==> config.mk <==
export PLATFORM = sky130hd
export DESIGN_NAME = bit_reverse_pipe
export DESIGN_NICKNAME = d
export VERILOG_FILES = /design/src/rtl/bit_reverse_pipe.sv
export SDC_FILE = /design/constraint.sdc
export NUM_CORES = 1
export LEC_CHECK = 0
export ABC_CLOCK_PERIOD_IN_PS = 2300
export BUFFER_PORTS_ARGS = -buffer_cell sky130_fd_sc_hd__buf_4
export CORE_UTILIZATION = 54
export DETAILED_ROUTE_END_ITERATION = 16
export PLACE_DENSITY = 0.8
export REMOVE_ABC_BUFFERS = 1
export SETUP_SLACK_MARGIN = 0.1
export SLEW_MARGIN = 40
export SYNTH_ARGS = -nofsm -noshare
export SYNTH_HDL_FRONTEND = slang
export SYNTH_SLANG_ARGS = --single-unit
==> constraint.sdc <==
create_clock -name clk -period 2.3 [get_ports clk]
set_input_delay 0.115 -clock clk [delete_from_list [all_inputs] [get_ports clk]]
set_output_delay 0.115 -clock clk [all_outputs]
set_load 0.01 [all_outputs]
==> src/rtl/bit_reverse_pipe.sv <==
// bit_reverse_pipe: multi-lane bit-permutation engine with valid/ready
// handshaking and a two-entry (output register + skid register) buffer.
// Each lane is transformed at accept time according to in_mode:
//   00 pass-through, 01 full reverse, 10 group-order reverse,
//   11 in-group bit reverse.
// Optional feature macro: BITREV_PARITY_EN adds the out_parity port, a
// per-lane even parity of the transformed word that travels with its data.
module bit_reverse_pipe #(
  parameter int WIDTH = 8,
  parameter int GROUP = 4,
  parameter int LANES = 2
) (
  input  logic                   clk,
  input  logic                   rst_n,
  input  logic                   in_valid,
  output logic                   in_ready,
  input  logic [1:0]             in_mode,
  input  logic [LANES*WIDTH-1:0] in_data,
  output logic                   out_valid,
  input  logic                   out_ready,
  output logic [LANES*WIDTH-1:0] out_data,
  output logic [15:0]            xfer_cnt
`ifdef BITREV_PARITY_EN
  ,
  output logic [LANES-1:0]       out_parity
`endif
);

  localparam int LW = LANES * WIDTH;
  localparam int NG = WIDTH / GROUP;
  localparam int IW = (WIDTH > 1) ? $clog2(WIDTH) : 1;

  // Per-lane permutation: for every output bit, pick the source bit.
  function automatic logic [WIDTH-1:0] f_xform(input logic [1:0]       mode,
                                                input logic [WIDTH-1:0] w);
    logic [WIDTH-1:0] o;
    logic [IW-1:0]    src;
    int               g;
    int               j;
    o = '0;
    for (int i = 0; i < WIDTH; i++) begin
      g = i / GROUP;
      j = i % GROUP;
      case (mode)
        2'b00:   src = IW'(i);
        2'b01:   src = IW'(WIDTH - 1 - i);
        2'b10:   src = IW'((NG - 1 - g) * GROUP + j);
        default: src = IW'(g * GROUP + GROUP - 1 - j);
      endcase
      o[i] = w[src];
    end
    return o;
  endfunction

  logic          r_or_valid;
  logic [LW-1:0] r_or_data;
  logic          r_sr_valid;
  logic [LW-1:0] r_sr_data;
  logic          r_in_ready;
  logic [15:0]   r_xfer_cnt;

  logic [LW-1:0] w_xform;
  logic          w_acc;
  logic          w_drain;
  logic          w_or_free;
  logic          w_or_from_sr;
  logic          w_or_from_in;
  logic          w_sr_load;
  logic          w_sr_valid_nxt;
  logic          w_or_valid_nxt;

  // Transform every lane of the incoming beat with the beat's mode.
  always_comb begin
    w_xform = '0;
    for (int k = 0; k < LANES; k++) begin
      w_xform[k*WIDTH +: WIDTH] = f_xform(in_mode, in_data[k*WIDTH +: WIDTH]);
    end
  end

  // Buffer steering: OR refills from SR first, otherwise from the input;
  // anything accepted while OR stays occupied goes to SR.
  always_comb begin
    w_acc          = in_valid & r_in_ready;
    w_drain        = r_or_valid & out_ready;
    w_or_free      = ~r_or_valid | out_ready;
    w_or_from_sr   = w_or_free & r_sr_valid;
    w_or_from_in   = w_or_free & ~r_sr_valid & w_acc;
    w_sr_load      = w_acc & ~w_or_from_in;
    w_sr_valid_nxt = w_sr_load | (r_sr_valid & ~w_or_from_sr);
    w_or_valid_nxt = w_or_from_sr | w_or_from_in | ~w_or_free;
  end

  // Storage, handshake and transfer counter state.
  always_ff @(posedge clk) begin
    if (!rst_n) begin
      r_or_valid <= 1'b0;
      r_or_data  <= '0;
      r_sr_valid <= 1'b0;
      r_sr_data  <= '0;
      r_in_ready <= 1'b0;
      r_xfer_cnt <= 16'h0000;
    end else begin
      r_or_valid <= w_or_valid_nxt;
      r_sr_valid <= w_sr_valid_nxt;
      r_in_ready <= ~w_sr_valid_nxt;
      if (w_or_from_sr) begin
        r_or_data <= r_sr_data;
      end else if (w_or_from_in) begin
        r_or_data <= w_xform;
      end
      if (w_sr_load) begin
        r_sr_data <= w_xform;
      end
      if (w_drain) begin
        r_xfer_cnt <= r_xfer_cnt + 16'd1;
      end
    end
  end

`ifdef BITREV_PARITY_EN
  logic [LANES-1:0] w_par;
  logic [LANES-1:0] r_or_par;
  logic [LANES-1:0] r_sr_par;

  // Even parity of each transformed lane.
  always_comb begin
    w_par = '0;
    for (int k = 0; k < LANES; k++) begin
      w_par[k] = ^w_xform[k*WIDTH +: WIDTH];
    end
  end

  // Parity follows exactly the same path through OR/SR as its data.
  always_ff @(posedge clk) begin
    if (!rst_n) begin
      r_or_par <= '0;
      r_sr_par <= '0;
    end else begin
      if (w_or_from_sr) begin
        r_or_par <= r_sr_par;
      end else if (w_or_from_in) begin
        r_or_par <= w_par;
      end
      if (w_sr_load) begin
        r_sr_par <= w_par;
      end
    end
  end

  assign out_parity = r_or_par;
`endif

  assign in_ready  = r_in_ready;
  assign out_valid = r_or_valid;
  assign out_data  = r_or_data;
  assign xfer_cnt  = r_xfer_cnt;

endmodule

==> key figures <==
Drt
  • ANT nets after route: 0
  • TritonRoute pass-1 iters: 6
  • Wire length per cell: 16.4 um
  • Residual DRC: 0
  • Total vias in the final route: 2,298
  • Vias per Instance: 6.19
  • Total Wirelength: 6090 um
  • Initial DRC count: 192

Run status
  • Status: complete, no violations

Die
  • Num rows: 24
  • Core area: 4500 um^2
  • Die ar.: 5110 um^2
  • Ports: 56
  • Die height: 71.5 um
  • Die Width: 71.5 um
  • Starting Density: 57.9%

Power and ir drop
  • Switch share: 25.3%
  • Peak supply drop: 0.491 mV
  • Seq pwr share: 51.9%
  • Power share of the clock group: 31.0%
  • Switching power: 0.453 mW
  • Lkg Pwr: 1.25 nW
  • PD cells: 569 nW/um^2
  • Power, Total: 1.79 mW
  • Pint: 1.34 mW
  • Logic pwr share: 17.1%

Layout
  • Layout cells sized above 1: 28.5%
  • Final nets: 345
  • Register area: 1020 um^2
  • Layout fillers: 361
  • ANT cells: 0
  • Area of the multi-input gates: 1470 um^2
  • P&R area growth vs syn: 20.6%

Yosys
  • Post-synth top cells: dfxtp_1, nand2_1, nor2_1
  • Synth top area share: 39.2%
  • Largest area contributor in the netlist: dfxtp_1
  • Syn avg cell area: 9.76 um^2
  • Seq cells post-synth: 51
  • Sequential fraction of the synthesis area: 39.2%
  • Synthesized cell area: 2610 um^2
  • Main area contributors after synthesis: dfxtp_1, mux4_2, mux2i_1
  • Yosys warning total: 0
  • Top FF cell, synth: dfxtp_1
  • EDFF count, synth: 0
  • Asr flop ratio synth: 0%
  • Distinct cells, synth: 46
  • Most instantiated library cell after synthesis: dfxtp_1
  • Synth Instances: 267

GRT
  • Gr usage total: 24.8%
  • Total grt overflow: 0
  • First-pass GRT wire length: 10,100 um
  • Maximum number of pins on one net before global-route repair: 27
  • Vias in the first global route: 2,143
  • Initial antenna violation count: 0

Critical path
  • Reg2reg setup slack: 0.43 ns
  • Crit Path Class: reg -> reg
  • Slowest cell on crit path: o21a_1
  • CP top delay family: compound AO/OA/AOI/OAI gates
  • Worst Path Buf+Inv: 0
  • Critical Path Fanout Max: 16
  • Data arrival, critical path: 2.10 ns
  • Crit path largest cell delay: 0.52 ns
  • Crit start category: register
  • Req. time, crit path: 2.53 ns
  • Critical Path End Type: register
  • CP Cell Sequence: nor2b_1, o21a_1, o21ai_0, a21oi_1

Flow run
  • Max cap viols: 0

STA
  • Worst slew pin tran: 0.634 ns
  • Relative slew slack: 57.3%
  • Final TNS setup: 0 ns
  • RSZ-0062 raised after global routing: false
  • Highest Clock Rate: 0.535 GHz
  • Pins Over Slew Limit: 0
  • Final Critical Period: 1.87 ns
  • # setup viols final: 0
  • Skew final: 0.00364 ns
  • Final Hold Violating Endpoints: 0
  • Period utilization: 81.3%

Placed design
  • Post-DP HPWL: 4330 um
  • Final Wtd Congestion: 0.818
  • Buffers on Ports: 55

CTS
  • Clock sinks: 51
  • CTS buffer count: 5
  • Max Buffers Root-to-Sink: 2
  • Post-CTS Setup Inserts: 0
  • Root Buffer: clkbuf_8
  • H-Tree Depth: 2
  • Hold bufs inserted after CTS: 0
  • Clock Pin Slew Worst Setup and Hold Paths: 0.08 ns
  • Post-cts sizing count: 0
  • TritonCTS clock tree: yes
  • Clock Latency Late Sink: 0.30 ns

Hold path
  • Worst hold path type: in -> reg
-- area by class of cell --
type | instances | share of cell area, %
Sequential cell | 51 | 32.5
Tap cell | 52 | 2.07
Timing Repair Buffer | 64 | 15.3
Inverter | 3 | 0.358
Multi-Input combinational cell | 193 | 46.6
Clock buffer | 8 | 3.18
-- tightest hold or removal path: cells and delay by family --
kind            cells  cell delay (ns)
compound gates      1             0.05
simple gates        1             0.08
buf+inv             1             0.13
-- final timing paths --
| check | startpoint | endpoint | cells past startpoint |
|---|---|---|---|
| setup reg to reg | out_valid | r_sr_data[9] | 4 |
| setup / recovery | out_valid | r_sr_data[9] | 4 |
| hold reg to reg | r_sr_data[15] | r_sr_data[15] | 2 |
| hold / removal | out_ready | xfer_cnt[1] | 3 |
-- power groups by stage --
stage	clock, mW	combinational (mW)	sequential (mW)
2_1_floorplan	0	0.162	0.954
3_3_place_gp	0	0.296	0.948
3_5_place_dp	0	0.304	0.948
4_1_cts	0.563	0.306	0.928
5_1_grt	0.597	0.332	0.931
6_report	0.555	0.307	0.928
-- registers in the layout, indices dropped and copies added (netlist names) --
| signal | count |
|---|---|
| in_ready | 1 |
| xfer_cnt | 16 |
| out_valid | 1 |
| out_data | 16 |
| r_sr_valid | 1 |
| r_sr_data | 16 |
-- kinds of logic (layout without fill, tap and decap cells) --
family | Yosys count | count (layout) | synth area share (%)
adder cells (fa/ha/maj) | 5 | 5 | 2.40
AO/OA/AOI/OAI | 58 | 58 | 15.5
buffers and inverters | 23 | 75 | 4.61
AND/OR/NAND/NOR | 91 | 91 | 17.5
flip-flops | 51 | 51 | 39.2
multiplexers | 28 | 28 | 17.1
XOR/XNOR | 11 | 11 | 3.70
-- per-stage QoR --
step                      instance area [um^2]  cells  util [%]  hold slack, ns  worst slack (ns)
after floorplan                           2500    247         -           0.253             0.269
after global placement                    3040    363      67.6           0.431             0.402
after detailed placement                  3040    363      67.6           0.437             0.283
after CTS                                 3140    371      69.8           0.115             0.473
after global routing                      3140    371      69.8           0.154             0.202
final                                     3140    371      69.8           0.124             0.430
-- layout by cell type, fill, tap and decap left out, types with 2 or more instances in the layout --
cell	netlist	routed
a21oi_1	18	18
a222oi_1	8	8
a22oi_1	8	8
a311o_1	4	4
and2_1	2	2
and3_1	2	2
and4_1	2	2
buf_4	3	64
clkbuf_8	0	7
dfxtp_1	51	51
ha_1	5	5
mux2_2	4	4
mux2i_1	12	12
mux4_1	3	3
mux4_2	9	9
nand2_1	29	29
nand2b_1	4	4
nand3_1	3	3
nand4_1	5	5
nor2_1	20	20
nor2b_1	2	2
nor3_1	7	7
nor4_1	5	5
o21ai_0	6	6
o21bai_1	2	2
o221ai_1	4	4
o22ai_1	4	4
o31ai_1	2	2
or3_2	2	2
or4_1	2	2
xnor2_1	2	2
xor2_1	9	9
-- metal layers --
layer / GRT usage, % / part of all wire, %
met1: 33.4 / 45
met2: 40.0 / 48
met3: 4.08 / 4.8
met4: 10.5 / 2.4
met5: 0 / 0
No activity file was read; power rests on OpenSTA's default activity.
